<file path="config.mk">
export PLATFORM = sky130hd
export DESIGN_NAME = cpu_write_sb_flat
export DESIGN_NICKNAME = d
export VERILOG_FILES = /design/src/rtl/cpu_write_sb_if.sv /design/src/rtl/cpu_write_sb.sv /design/src/flat_wrapper.sv
export SDC_FILE = /design/constraint.sdc
export NUM_CORES = 1
export LEC_CHECK = 0
export ABC_AREA = 1
export BUFFER_PORTS_ARGS = -buffer_cell sky130_fd_sc_hd__buf_2
export CAP_MARGIN = 20
export CORE_ASPECT_RATIO = 0.9
export CORE_MARGIN = 1
export CORE_UTILIZATION = 45
export CTS_CLUSTER_DIAMETER = 200
export DETAILED_ROUTE_END_ITERATION = 8
export PLACE_DENSITY = 0.66
export SLEW_MARGIN = 5
export SYNTH_ARGS = -nofsm -noshare
export SYNTH_HDL_FRONTEND = slang
export SYNTH_SLANG_ARGS = --single-unit
export TNS_END_PERCENT = 100
</file>
<file path="constraint.sdc">
create_clock -name clk_i -period 8.2 [get_ports clk_i]
set_input_delay 0.41 -clock clk_i [delete_from_list [all_inputs] [get_ports clk_i]]
set_output_delay 0.41 -clock clk_i [all_outputs]
set_load 0.01 [all_outputs]
</file>
<file path="src/rtl/cpu_write_sb_if.sv">
// Memory-side bus of cpu_write_sb: word-wide, single-outstanding request/acknowledge.
// The master holds we/addr/wdata stable from request until the acknowledge cycle.
interface cpu_write_sb_if #(
  parameter int ADDR_W = 32,
  parameter int DATA_W = 32
);
  logic              mem_req_o;
  logic              mem_we_o;
  logic [ADDR_W-1:0] mem_addr_o;
  logic [DATA_W-1:0] mem_wdata_o;
  logic              mem_ack_i;
  logic [DATA_W-1:0] mem_rdata_i;

  modport master (
    output mem_req_o, mem_we_o, mem_addr_o, mem_wdata_o,
    input  mem_ack_i, mem_rdata_i
  );

  modport slave (
    input  mem_req_o, mem_we_o, mem_addr_o, mem_wdata_o,
    output mem_ack_i, mem_rdata_i
  );
endinterface

</file>
<file path="src/rtl/cpu_write_sb.sv">
// Writeback stage with a FIFO store buffer draining to a request/ack memory bus; loads stall
// until older stores have drained and read data returns. Define CPU_WRITE_SB_FWD_EN for store-to-load forwarding.
module cpu_write_sb #(
  parameter int DATA_W   = 32,
  parameter int ADDR_W   = 32,
  parameter int IDX_W    = 4,
  parameter int SB_DEPTH = 4
) (
  input  logic              clk_i,
  input  logic              rst_i,
  input  logic              valid_i,
  input  logic [IDX_W-1:0]  register_write_index_i,
  input  logic              register_we_i,
  input  logic              memory_we_i,
  input  logic              loadp_i,
  input  logic [ADDR_W-1:0] memory_address_i,
  input  logic [DATA_W-1:0] reg_result_i,
  input  logic [DATA_W-1:0] mem_result_i,
  output logic              stall_o,
  output logic [IDX_W-1:0]  register_write_index_o,
  output logic              register_we_o,
  output logic [DATA_W-1:0] reg_result_o,
  cpu_write_sb_if.master    bus
);

  localparam int                PTR_W    = $clog2(SB_DEPTH);
  localparam int                CNT_W    = PTR_W + 1;
  localparam logic [CNT_W-1:0]  FULL_CNT = CNT_W'(SB_DEPTH);
  localparam logic [CNT_W-1:0]  ONE_CNT  = CNT_W'(1);
  localparam logic [PTR_W-1:0]  PTR_ONE  = PTR_W'(1);

  typedef enum logic [1:0] {
    S_IDLE,
    S_DRAIN,
    S_READ
  } state_e;

  state_e              state_q, state_d;
  logic [ADDR_W-1:0]   sb_addr_q [SB_DEPTH];
  logic [DATA_W-1:0]   sb_data_q [SB_DEPTH];
  logic [PTR_W-1:0]    head_q, head_d;
  logic [PTR_W-1:0]    tail_q, tail_d;
  logic [CNT_W-1:0]    count_q, count_d;
  logic [ADDR_W-1:0]   ld_addr_q, ld_addr_d;
  logic                reg_we_q, reg_we_d;
  logic [IDX_W-1:0]    reg_idx_q, reg_idx_d;
  logic [DATA_W-1:0]   reg_result_q, reg_result_d;

  logic                sb_empty, sb_full;
  logic                stall, accept, push, pop;
  logic                mem_req, mem_we;
  logic [ADDR_W-1:0]   mem_addr;
  logic [DATA_W-1:0]   mem_wdata;
  logic                fwd_hit;
  logic [DATA_W-1:0]   fwd_data;
  logic [DATA_W-1:0]   load_data;

  assign sb_empty = (count_q == '0);
  assign sb_full  = (count_q == FULL_CNT);

`ifdef CPU_WRITE_SB_FWD_EN
  // Walk oldest to youngest so the last match wins: the youngest store to the address.
  always_comb begin
    fwd_hit  = 1'b0;
    fwd_data = '0;
    for (int i = 0; i < SB_DEPTH; i++) begin
      if (CNT_W'(i) < count_q && sb_addr_q[head_q + PTR_W'(i)] == memory_address_i) begin
        fwd_hit  = 1'b1;
        fwd_data = sb_data_q[head_q + PTR_W'(i)];
      end
    end
  end
`else
  assign fwd_hit  = 1'b0;
  assign fwd_data = '0;
`endif

  // NOTE: every signal driven here gets a default first, so no path can leave one unassigned and infer a latch.
  always_comb begin
    state_d   = state_q;
    ld_addr_d = ld_addr_q;
    stall     = 1'b0;
    mem_req   = 1'b0;
    mem_we    = 1'b0;
    mem_addr  = '0;
    mem_wdata = '0;
    case (state_q)
      S_IDLE: begin
        if (!sb_empty) begin
          mem_req   = 1'b1;
          mem_we    = 1'b1;
          mem_addr  = sb_addr_q[head_q];
          mem_wdata = sb_data_q[head_q];
        end
        if (valid_i && loadp_i && !fwd_hit) begin
          stall     = 1'b1;
          ld_addr_d = memory_address_i;
          state_d   = sb_empty ? S_READ : S_DRAIN;
        end else if (valid_i && memory_we_i && sb_full) begin
          stall = 1'b1;
        end
      end
      S_DRAIN: begin
        stall = 1'b1;
        if (!sb_empty) begin
          mem_req   = 1'b1;
          mem_we    = 1'b1;
          mem_addr  = sb_addr_q[head_q];
          mem_wdata = sb_data_q[head_q];
        end
        // An empty buffer here only arises when the last store completed in the detect cycle.
        if (sb_empty || (count_q == ONE_CNT && bus.mem_ack_i)) begin
          state_d = S_READ;
        end
      end
      S_READ: begin
        mem_req  = 1'b1;
        mem_addr = ld_addr_q;
        stall    = !bus.mem_ack_i;
        if (bus.mem_ack_i) begin
          state_d = S_IDLE;
        end
      end
      default: state_d = S_IDLE;
    endcase
  end

  assign accept    = valid_i && !stall;
  assign push      = accept && memory_we_i;
  assign pop       = mem_req && mem_we && bus.mem_ack_i;
  assign load_data = (state_q == S_READ) ? bus.mem_rdata_i : fwd_data;

  always_comb begin
    head_d  = head_q;
    tail_d  = tail_q;
    count_d = count_q;
    if (push) tail_d = tail_q + PTR_ONE;
    if (pop)  head_d = head_q + PTR_ONE;
    case ({push, pop})
      2'b10:   count_d = count_q + ONE_CNT;
      2'b01:   count_d = count_q - ONE_CNT;
      default: count_d = count_q;
    endcase
  end

  always_comb begin
    reg_we_d     = accept && register_we_i;
    reg_idx_d    = reg_idx_q;
    reg_result_d = reg_result_q;
    if (accept) begin
      reg_idx_d    = register_write_index_i;
      reg_result_d = loadp_i ? load_data : reg_result_i;
    end
  end

  // NOTE: state registers use non-blocking assignments so every flop samples pre-edge values.
  always_ff @(posedge clk_i or negedge rst_i) begin
    if (!rst_i) begin
      state_q      <= S_IDLE;
      head_q       <= '0;
      tail_q       <= '0;
      count_q      <= '0;
      ld_addr_q    <= '0;
      reg_we_q     <= 1'b0;
      reg_idx_q    <= '0;
      reg_result_q <= '0;
    end else begin
      state_q      <= state_d;
      head_q       <= head_d;
      tail_q       <= tail_d;
      count_q      <= count_d;
      ld_addr_q    <= ld_addr_d;
      reg_we_q     <= reg_we_d;
      reg_idx_q    <= reg_idx_d;
      reg_result_q <= reg_result_d;
    end
  end

  // NOTE: entry storage is deliberately not reset; count_q alone marks valid slots, so stale data is never seen.
  always_ff @(posedge clk_i) begin
    if (push) begin
      sb_addr_q[tail_q] <= memory_address_i;
      sb_data_q[tail_q] <= mem_result_i;
    end
  end

  assign stall_o                = stall;
  assign register_we_o          = reg_we_q;
  assign register_write_index_o = reg_idx_q;
  assign reg_result_o           = reg_result_q;
  assign bus.mem_req_o          = mem_req;
  assign bus.mem_we_o           = mem_we;
  assign bus.mem_addr_o         = mem_addr;
  assign bus.mem_wdata_o        = mem_wdata;

endmodule

</file>
<file path="src/flat_wrapper.sv">
// flat-port wrapper written by rule: the top's interface ports become plain ports
module cpu_write_sb_flat 
#(
  parameter int DATA_W   = 32,
  parameter int ADDR_W   = 32,
  parameter int IDX_W    = 4,
  parameter int SB_DEPTH = 4
)
  (clk_i, rst_i, valid_i, register_write_index_i, register_we_i, memory_we_i, loadp_i, memory_address_i, reg_result_i, mem_result_i, stall_o, register_write_index_o, register_we_o, reg_result_o, bus_mem_req_o, bus_mem_we_o, bus_mem_addr_o, bus_mem_wdata_o, bus_mem_ack_i, bus_mem_rdata_i);
  cpu_write_sb_if #(.ADDR_W(ADDR_W), .DATA_W(DATA_W)) bus_i ();
  input  logic clk_i;
  input  logic rst_i;
  input  logic valid_i;
  input  logic [IDX_W-1:0] register_write_index_i;
  input  logic register_we_i;
  input  logic memory_we_i;
  input  logic loadp_i;
  input  logic [ADDR_W-1:0] memory_address_i;
  input  logic [DATA_W-1:0] reg_result_i;
  input  logic [DATA_W-1:0] mem_result_i;
  output logic stall_o;
  output logic [IDX_W-1:0] register_write_index_o;
  output logic register_we_o;
  output logic [DATA_W-1:0] reg_result_o;
  output wire logic [$bits(bus_i.mem_req_o)-1:0] bus_mem_req_o;
  output wire logic [$bits(bus_i.mem_we_o)-1:0] bus_mem_we_o;
  output wire logic [$bits(bus_i.mem_addr_o)-1:0] bus_mem_addr_o;
  output wire logic [$bits(bus_i.mem_wdata_o)-1:0] bus_mem_wdata_o;
  input wire logic [$bits(bus_i.mem_ack_i)-1:0] bus_mem_ack_i;
  input wire logic [$bits(bus_i.mem_rdata_i)-1:0] bus_mem_rdata_i;
  assign bus_mem_req_o = bus_i.mem_req_o;
  assign bus_mem_we_o = bus_i.mem_we_o;
  assign bus_mem_addr_o = bus_i.mem_addr_o;
  assign bus_mem_wdata_o = bus_i.mem_wdata_o;
  assign bus_i.mem_ack_i = bus_mem_ack_i;
  assign bus_i.mem_rdata_i = bus_mem_rdata_i;
  cpu_write_sb #(.DATA_W(DATA_W), .ADDR_W(ADDR_W), .IDX_W(IDX_W), .SB_DEPTH(SB_DEPTH)) u_core (.clk_i(clk_i), .rst_i(rst_i), .valid_i(valid_i), .register_write_index_i(register_write_index_i), .register_we_i(register_we_i), .memory_we_i(memory_we_i), .loadp_i(loadp_i), .memory_address_i(memory_address_i), .reg_result_i(reg_result_i), .mem_result_i(mem_result_i), .stall_o(stall_o), .register_write_index_o(register_write_index_o), .register_we_o(register_we_o), .reg_result_o(reg_result_o), .bus(bus_i));
endmodule
</file>
==> results of run 1 <==
-- metrics by stage --
step / instances / hold WS [ns] / cell area [µm²]
2_1_floorplan: 1281 / 0.114 / 13900
6_report: 1918 / 0.112 / 16500
4_1_cts: 1917 / 0.0942 / 16500
3_5_place_dp: 1854 / 0.244 / 15400
5_1_grt: 1918 / 0.107 / 16500
3_3_place_gp: 1853 / 0.241 / 15400
-- worst max-delay path by stage --
stage / start / endpoint / slack (ns) / cells past startpoint
floorplan: u_core.count_q[0] / u_core.sb_addr_q[0][0] / 3.88 / 7
global placement: u_core.state_q[1] / u_core.sb_addr_q[1][7] / 4.42 / 8
detailed placement: u_core.state_q[1] / u_core.sb_addr_q[2][0] / 4.34 / 8
CTS: u_core.head_q[0] / bus_mem_addr_o[10] / 4.11 / 7
global route: u_core.head_q[0] / bus_mem_addr_o[22] / 3.83 / 7
finish: u_core.head_q[0] / bus_mem_addr_o[8] / 4.17 / 7
-- logic make-up after synthesis --
| logic type | count (synthesis) | synth area share [%] |
|---|---|---|
| AND/OR/NAND/NOR | 531 | 15.6 |
| flip-flops | 334 | 69.4 |
| AO/OA/AOI/OAI | 262 | 9.72 |
| buffers and inverters | 140 | 4.20 |
| adder cells (fa/ha/maj) | 9 | 0.810 |
| XOR/XNOR | 5 | 0.315 |
-- repair_timing --
action | CTS | global route
hold buffers | 1 | 0
resized for setup | 0 | 0
buffers inserted | 0 | 0
hold endpoints to repair | 9 | 0
-- state kept, by name, summed over array words and instances (netlist names) --
signal,flops
u_core.count_q,3
u_core.head_q,2
u_core.ld_addr_q,32
u_core.reg_result_o,32
u_core.register_we_o,1
u_core.register_write_index_o,4
u_core.sb_addr_q,128
u_core.sb_data_q,128
u_core.state_q,2
u_core.tail_q,2
-- layout by cell type, fill, tap and decap left out, types with 6 or more instances in the layout --
cell type	count
clkbuf_16	35
dfrtp_1	76
a21oi_1	32
buf_2	241
clkinv_1	7
edfxtp_1	256
ha_1	9
nand2_1	252
buf_4	13
o21ai_0	193
nand3_1	34
nand4_1	38
clkinv_2	8
clkbuf_1	6
inv_1	51
o22ai_1	32
nor2_1	198
-- layout make-up --
cell class,instances,area (µm²),share of cell area (%)
Antenna cell,1,2.50,0.0151
Clock buffer,41,898,5.44
Clock inverter,21,221,1.34
Inverter,55,208,1.26
Multi-Input combinational cell,807,3700,22.4
Sequential cell,334,9640,58.4
Tap cell,403,504,3.05
Timing Repair Buffer,256,1340,8.12
-- per-layer routing --
metal,global-route usage [%],up-vias
met3,2.84,44
met5,0,-
met1,27.8,4716
met4,5.67,2
li1,-,4837
met2,32.1,283
-- power groups by stage --
stage / clock network [W] / logic [W] / registers (W)
floorplan: 0 / 0.00137 / 0.00231
global placement: 0 / 0.00210 / 0.00233
detailed placement: 0 / 0.00214 / 0.00234
CTS: 0.00157 / 0.00215 / 0.00231
global route: 0.00163 / 0.00238 / 0.00235
finish: 0.00154 / 0.00212 / 0.00231
-- critical path: cells and delay by family (launching register included) --
kind / cells / cell delay (ns)
AOI/OAI and AO/OA: 2 / 0.35
buffers and inverters: 3 / 1.64
DFF: 1 / 0.88
and+or+nand+nor: 2 / 0.19
==> results by group, run 1 <==
Die
  – Core area: 30100 µm²
  – Ports: 243
  – Die span in y: 169 µm
  – Starting density of the core: 46.2%
  – Die Span X: 187 µm
  – Row cnt: 60
  – Die area: 31600 µm²

Synthesis
  – Most frequent cells after synthesis: edfxtp_1, nand2_1, nor2_1, o21ai_0, dfrtp_1
  – Most numerous cell in the Yosys netlist: edfxtp_1
  – Syn Nets: 1429
  – Yosys reg bits: 334
  – Asr flop ratio synth: 23.4%
  – Top post-synthesis cells by area: edfxtp_1, dfrtp_1, o21ai_0
  – Yosys top cell area share: 55.3%
  – Synthesis Warnings: 0
  – Post-Syn Area per Cell: 10.8 µm²
  – Area of the mapped netlist: 13900 µm²
  – Yosys cell types: 24
  – Main synth FF type: edfxtp_1
  – Post-synth EDFFs: 256
  – Area leader, netlist: edfxtp_1
  – Sequential fraction of the synthesis area: 69.4%
  – Syn Inst Count: 1281

Worst hold path
  – HP Class: primary input to flip-flop
  – Hold depth: 1
  – WHS Endpoint: u_core.sb_data_q[3][21]
  – Hold wc startpoint: mem_result_i[21]

STA
  – Worst Tran Pin Value: 1.04 ns
  – Final Skew: 0.0113 ns
  – Final period util: 49.1%
  – Crit path time final: 4.03 ns
  – Fmax: 248 MHz
  – PnR worst setup slack: 4.17 ns
  – Final setup fails: 0
  – Max-slew violation count: 0
  – Max_slew headroom: 30.8%
  – Count of final hold-check violations: 0
  – RSZ-0062 raised after global routing: no
  – Post-route setup TNS: 0 ns

Setup path
  – Crit path DAT: 3.62 ns
  – R2r endpoint: u_core.sb_addr_q[2][3]
  – Largest fanout on the critical path: 73
  – Flop-to-flop setup slack: 4.30 ns
  – CP peak stage delay: 0.90 ns
  – Setup crit start kind: flip-flop
  – Slowest-stage cell, CP: clkinv_2
  – Critical Path RT: 7.79 ns
  – Setup CP Type: flip-flop to output pin
  – Worst R2R Start: u_core.state_q[1]
  – Worst path cell trace: clkinv_2 -> buf_4 -> o21ai_0 -> o22ai_1 -> nand2_1 -> nand2_1 -> buf_2
  – FF-to-FF path depth: 8
  – Most common cell on crit path: nand2_1
  – Worst setup EP type: output pin

GRT
  – Global-route wire length before repair: 49500 µm
  – GRT Util Overall: 19.8%
  – Gr ovfl total: 0
  – Antenna violations before repair: 2
  – Vias in the first global route: 9135
  – Largest net degree at the start of global routing: 74

Power and ir drop
  – Final Total Pwr: 0.00597 W
  – Reg power frac: 38.6%
  – Clock power share: 25.8%
  – Logic pwr share: 35.6%
  – P per Cell Area: 361 nW/µm²
  – P_leak: 6.86 nW
  – Worst VDD drop: 218 µV
  – Internal: 0.00374 W
  – Switching part of the total: 37.4%
  – Psw: 0.00223 W

Outcome
  – Status: completed

Routing
  – WL/cell: 16.7 µm
  – Vias: 9882
  – DR WL met3: 1770 µm
  – Vias/cell: 5.15
  – Routed WL: 32000 µm
  – DRT iter0 DRCs: 763
  – DR DRC count: 0
  – DR top layer: met5
  – Met2 Routed Length: 15300 µm
  – Post-DRT Antenna Nets: 0
  – Met1 WL: 14400 µm
  – DRT Pass-1 Iters: 5

Clock tree
  – CTS tree: built
  – Root buf cell: clkbuf_16
  – Clock buffer depth: 3
  – Clock Latency Late Sink: 0.51 ns
  – H-tree Lvls: 2
  – CTS Sinks: 334
  – Clock slew at reported path FFs: 0.06 ns
  – Inserted Clock Buffers: 35

Placement
  – Final RePlAce weighted congestion: 0.784
  – # port buffers: 242
  – Worst Setup Slack post-DPL: 4.34 ns
  – Hpwl dp: 18700 µm

Final layout
  – Layout cells sized above 1: 21.1%
  – Final nets: 1637
  – Final Util: 54.9%
  – Filler cell count: 2641
  – Synthesis-to-layout area growth: 18.9%

Flow run
  – Max_cap viols: 0
(Power assumes the default switching activity.)
==> inputs of run 2 (changes only) <==
--- a/config.mk
+++ b/config.mk
@@ -13,7 +13,7 @@
 export CORE_UTILIZATION = 45
 export CTS_CLUSTER_DIAMETER = 200
 export DETAILED_ROUTE_END_ITERATION = 8
-export PLACE_DENSITY = 0.66
+export PLACE_DENSITY = 0.69
 export SLEW_MARGIN = 5
 export SYNTH_ARGS = -nofsm -noshare
 export SYNTH_HDL_FRONTEND = slang
==> constraint.sdc (replaced) <==
create_clock -name clk_i -period 3.44 [get_ports clk_i]
set_input_delay 0.172 -clock clk_i [delete_from_list [all_inputs] [get_ports clk_i]]
set_output_delay 0.172 -clock clk_i [all_outputs]
set_load 0.01 [all_outputs]
==> results by group, run 2 (synthesis results as in run 1) <==
Setup path
  – Critical Path RT: 3.27 ns
  – Setup crit start kind: flip-flop
  – Flop-to-flop setup slack: 1.01 ns
  – Worst setup EP type: output pin
  – Worst R2R Start: u_core.count_q[0]
  – Largest fanout on the critical path: 130
  – Setup CP Type: flip-flop to output pin
  – CP Launch Point: u_core.head_q[0]
  – Crit path DAT: 2.50 ns

Clock tree
  – Clock buffer depth: 3
  – Clock slew at reported path FFs: 0.06 ns
  – CTS Sinks: 334
  – Inserted Clock Buffers: 36
  – Clock Latency Late Sink: 0.51 ns
  – CTS tree: built
  – H-tree Lvls: 2
  – Root buf cell: clkbuf_16

STA
  – Final period util: 77.8%
  – Count of final hold-check violations: 0
  – Worst Tran Pin Value: 1.01 ns
  – Fmax: 374 MHz
  – RSZ-0062 raised after global routing: no
  – Max_slew headroom: 32.4%
  – Crit path time final: 2.67 ns
  – Final Skew: 0.0151 ns
  – Final setup fails: 0
  – Post-route setup TNS: 0 ns
  – Max-slew violation count: 0

Power and ir drop
  – Worst VDD drop: 517 µV
  – P_leak: 7.24 nW
  – Final Total Pwr: 0.0146 W
  – P per Cell Area: 841 nW/µm²

Final layout
  – Filler cell count: 2487
  – Leading cell type in the layout, fill and taps excluded: edfxtp_1
  – Commonest non-fill, non-tap cells in the layout: edfxtp_1, nand2_1, buf_2
  – Synthesis-to-layout area growth: 25.0%
  – Final instance area: 17400 µm²
  – Regs by FF count: u_core.sb_addr_q x128, u_core.sb_data_q x128
  – Final nets: 1716
  – Layout cells sized above 1: 20.8%
  – Final Util: 57.7%
  – Final Non-Filler Cells: 2000

Placement
  – Area after DPL: 15500 µm²
  – Final RePlAce weighted congestion: 0.829
  – Inst Count DP: 1863
  – # port buffers: 242
  – Hpwl dp: 19000 µm

Die
  – Die area: 31600 µm²
  – Die Span X: 187 µm
  – Ports: 243
  – Starting density of the core: 46.2%
  – Core area: 30100 µm²
  – Row cnt: 60
  – Die span in y: 169 µm

Flow run
  – Max_cap viols: 0

Routing
  – DRT iter0 DRCs: 780
  – DR DRC count: 0
  – WL/cell: 16.9 µm
  – Routed WL: 33800 µm
  – Vias: 10400
  – DRT Pass-1 Iters: 8
  – Vias/cell: 5.20
  – Post-DRT Antenna Nets: 0

GRT
  – Gr ovfl total: 0
  – Vias in the first global route: 9949
  – Largest net degree at the start of global routing: 131
  – GRT Util Overall: 21.1%
  – Antenna violations before repair: 1
  – Global-route wire length before repair: 53100 µm

Worst hold path
  – HP Class: primary input to flip-flop
  – Hold wc startpoint: reg_result_i[13]

Outcome
  – Status: completed
[run 2: changes by cell type in the layout (fill, tap and decap cells not counted), moves of 2 or more]
cell / change
buf_12: +3
buf_4: +7
clkbuf_1: +2
clkbuf_16: +2
clkbuf_8: +2
clkinv_1: -2
clkinv_2: -2
clkinv_8: -2
dlygate4sd3_1: +69
inv_6: +3
[run 2: worst paths after layout]
check | end | depth (start not counted)
hold reg to reg | u_core.reg_result_o[13] | 2
setup reg to reg | u_core.sb_data_q[0][5] | 8
min in group asynchronous | u_core.reg_result_o[16] | 2
max in group asynchronous | u_core.reg_result_o[11] | 3
hold / removal | u_core.reg_result_o[13] | 5
setup / recovery | bus_mem_addr_o[1] | 7
[run 2: power breakdown]
| part | internal, W | switching [W] | leakage, nW |
|---|---|---|---|
| combinational | 0.00180 | 0.00347 | 3.36 |
| clock | 0.00233 | 0.00151 | 0.582 |
| sequential | 0.00508 | 0.000420 | 3.30 |
[run 2: area by class of cell]
| class | instances | area (µm²) | share of cell area (%) |
|---|---|---|---|
| Multi-Input combinational cell | 807 | 3700 | 21.3 |
| Sequential cell | 334 | 9640 | 55.5 |
| Timing Repair Buffer | 334 | 2120 | 12.2 |
| Clock inverter | 19 | 206 | 1.19 |
| Antenna cell | 1 | 2.50 | 0.0144 |
| Tap cell | 403 | 504 | 2.90 |
| Inverter | 55 | 208 | 1.20 |
| Clock buffer | 47 | 983 | 5.66 |
[run 2: critical path, stage by stage, from the launching register on]
cell      delay (ns)
dfrtp_4         0.73
clkinv_2        0.14
buf_12          0.42
o21ai_0         0.18
o22ai_1         0.18
nand2_1         0.10
nand2_1         0.08
buf_2           0.13
[run 2: timing repair]
| item | in CTS | in global routing |
|---|---|---|
| buffers inserted | 0 | 0 |
| hold buffers | 70 | 0 |
| hold endpoints to repair | 356 | 0 |
| resized for setup | 0 | 0 |
[run 2: through the flow]
stage | hold slack [ns] | worst slack [ns]
2_1_floorplan | -0.124 | -0.880
3_3_place_gp | 0.357 | 1.04
3_5_place_dp | 0.359 | 1.00
4_1_cts | 0.00418 | 0.710
5_1_grt | 0.0509 | 0.569
6_report | 0.0326 | 0.765
[run 2: metal layers]
layer | up-vias | wire length (µm) | track usage (%)
li1 | 5004 | - | -
met2 | 361 | 16400 | 35.5
met5 | - | 0 | 0
met4 | 0 | 600 | 5.35
met3 | 45 | 1870 | 3.26
met1 | 4998 | 15000 | 28.9
==> inputs of run 3 (changes only) <==
==> constraint.sdc (replaced) <==
create_clock -name clk_i -period 2.2 [get_ports clk_i]
set_input_delay 0.11 -clock clk_i [delete_from_list [all_inputs] [get_ports clk_i]]
set_output_delay 0.11 -clock clk_i [all_outputs]
set_load 0.01 [all_outputs]
==> results by group, run 3 (synthesis results as in run 1) <==
Final layout
  – Final Util: 60.8%
  – Regs by FF count: u_core.sb_addr_q x128, u_core.sb_data_q x128
  – Layout cells sized above 1: 24.0%
  – Synthesis-to-layout area growth: 31.7%
  – Leading cell type in the layout, fill and taps excluded: edfxtp_1
  – Final nets: 1769
  – Commonest non-fill, non-tap cells in the layout: edfxtp_1, nand2_1, buf_2

Clock tree
  – Inserted Clock Buffers: 36
  – Clock buffer depth: 3
  – Clock slew at reported path FFs: 0.06 ns
  – CTS tree: built
  – H-tree Lvls: 2
  – Clock Latency Late Sink: 0.51 ns
  – CTS Sinks: 334
  – Root buf cell: clkbuf_16

GRT
  – GRT Util Overall: 22.4%
  – Gr ovfl total: 0
  – Global-route wire length before repair: 55600 µm
  – Antenna violations before repair: 1
  – Vias in the first global route: 10500
  – Largest net degree at the start of global routing: 77

STA
  – Post-route setup TNS: -0.195 ns
  – Fmax: 449 MHz
  – Final setup fails: 19
  – Worst Tran Pin Value: 0.508 ns
  – Crit path time final: 2.23 ns
  – Final Skew: 0.0180 ns
  – Count of final hold-check violations: 0
  – Final period util: 101%
  – Max-slew violation count: 0
  – RSZ-0062 raised after global routing: yes
  – Max_slew headroom: 66.1%
  – PnR worst setup slack: -0.0253 ns

Routing
  – Vias/cell: 5.20
  – WL/cell: 17.4 µm
  – DR DRC count: 0
  – DRT iter0 DRCs: 807
  – DRT Pass-1 Iters: 5
  – Routed WL: 35800 µm
  – Post-DRT Antenna Nets: 0
  – Vias: 10700

Die
  – Core area: 30100 µm²
  – Row cnt: 60
  – Ports: 243
  – Die span in y: 169 µm
  – Die area: 31600 µm²
  – Die Span X: 187 µm
  – Starting density of the core: 46.2%

Power and ir drop
  – Switching part of the total: 37.3%
  – Clock power share: 24.3%
  – Psw: 0.00902 W
  – Worst VDD drop: 960 µV
  – Reg power frac: 34.9%
  – P per Cell Area: 1320 nW/µm²
  – P_leak: 7.57 nW
  – Logic pwr share: 40.8%
  – Internal: 0.0151 W

Outcome
  – Failing checks: setup timing
  – Status: complete, but fails checks

Worst hold path
  – HP Class: primary input to flip-flop

Setup path
  – Worst setup EP type: output pin
  – Critical Path RT: 2.09 ns
  – Crit path DAT: 2.12 ns
  – Setup crit start kind: flip-flop
  – Largest fanout on the critical path: 8
  – Setup CP Type: flip-flop to output pin

Placement
  – # port buffers: 242
  – Hpwl dp: 19900 µm
  – Final RePlAce weighted congestion: 0.783

Flow run
  – Max_cap viols: 0
-- run 3: worst paths after layout --
path	startpoint	endpoint	slack (ns)	cells after the start
worst max-delay path	u_core.count_q[1]	bus_mem_wdata_o[6]	-0.03	11
worst min-delay path	reg_result_i[27]	u_core.reg_result_o[27]	0.006	5
worst max register to register	u_core.count_q[1]	u_core.reg_result_o[31]	0.17	9
worst min register to register	u_core.reg_result_o[23]	u_core.reg_result_o[23]	0.46	2
max in group asynchronous	rst_i	u_core.reg_result_o[4]	1.51	3
min in group asynchronous	rst_i	u_core.register_write_index_o[0]	0.09	2
-- run 3: per-layer routing --
metal	global-route usage, %	up-vias	wire length [µm]	share of wire [%]
met5	0	-	0	0
met4	7.23	0	883	2.5
met3	3.13	75	1890	5.3
met2	37.6	365	17200	48
met1	30.1	5119	15800	44
li1	-	5120	-	-
-- run 3: layout make-up --
cell class / count / area, µm²
tap: 403 / 504
inverter: 55 / 211
multi-input combinational: 807 / 3870
antenna: 2 / 5.00
clock buffer: 51 / 1060
fill: 2380 / 11800
clock inverter: 15 / 115
timing repair buffer: 387 / 2890
sequential: 334 / 9640
-- run 3: through the flow --
step / hold slack, ns / instances / worst slack, ns / area (µm²) / power (W)
6_report: 0.00585 / 2054 / -0.0253 / 18300 / 0.0242
5_1_grt: 0.00888 / 2053 / -0.127 / 18300 / 0.0257
4_1_cts: 0.00194 / 2050 / -0.0225 / 18200 / 0.0239
3_5_place_dp: 0.0376 / 1872 / 0.0609 / 15700 / 0.0172
3_3_place_gp: 0.0425 / 1872 / 0.0881 / 15700 / 0.0170
2_1_floorplan: -0.186 / 1281 / -0.241 / 13900 / 0.0137
-- run 3: repair_timing --
action | CTS | global route
gates resized for setup | 27 | 28
hold buffers | 103 | 0
gates cloned | 3 | 1
buffers inserted | 6 | 1
hold endpoints to repair | 396 | 0
pin swaps | 0 | 2
endpoints found under the setup margin | 65 | 61
-- run 3: worst max-delay path, stage by stage, from the launching register on --
cell        delay [ns]
dfrtp_1           0.37
inv_2             0.06
ha_4              0.16
inv_2             0.04
nor2_2            0.04
nor2_4            0.14
buf_12            0.12
clkinvlp_4        0.11
buf_12            0.16
buf_16            0.15
a21oi_4           0.11
buf_2             0.14
-- run 3: power groups by stage --
stage          Sequential [W]  Combinational, W  Clock (W)
6_report              0.00844           0.00987    0.00586
5_1_grt               0.00855            0.0109    0.00625
4_1_cts               0.00843           0.00953    0.00598
3_5_place_dp          0.00854           0.00865          0
3_3_place_gp          0.00851           0.00847          0
2_1_floorplan         0.00857           0.00517          0
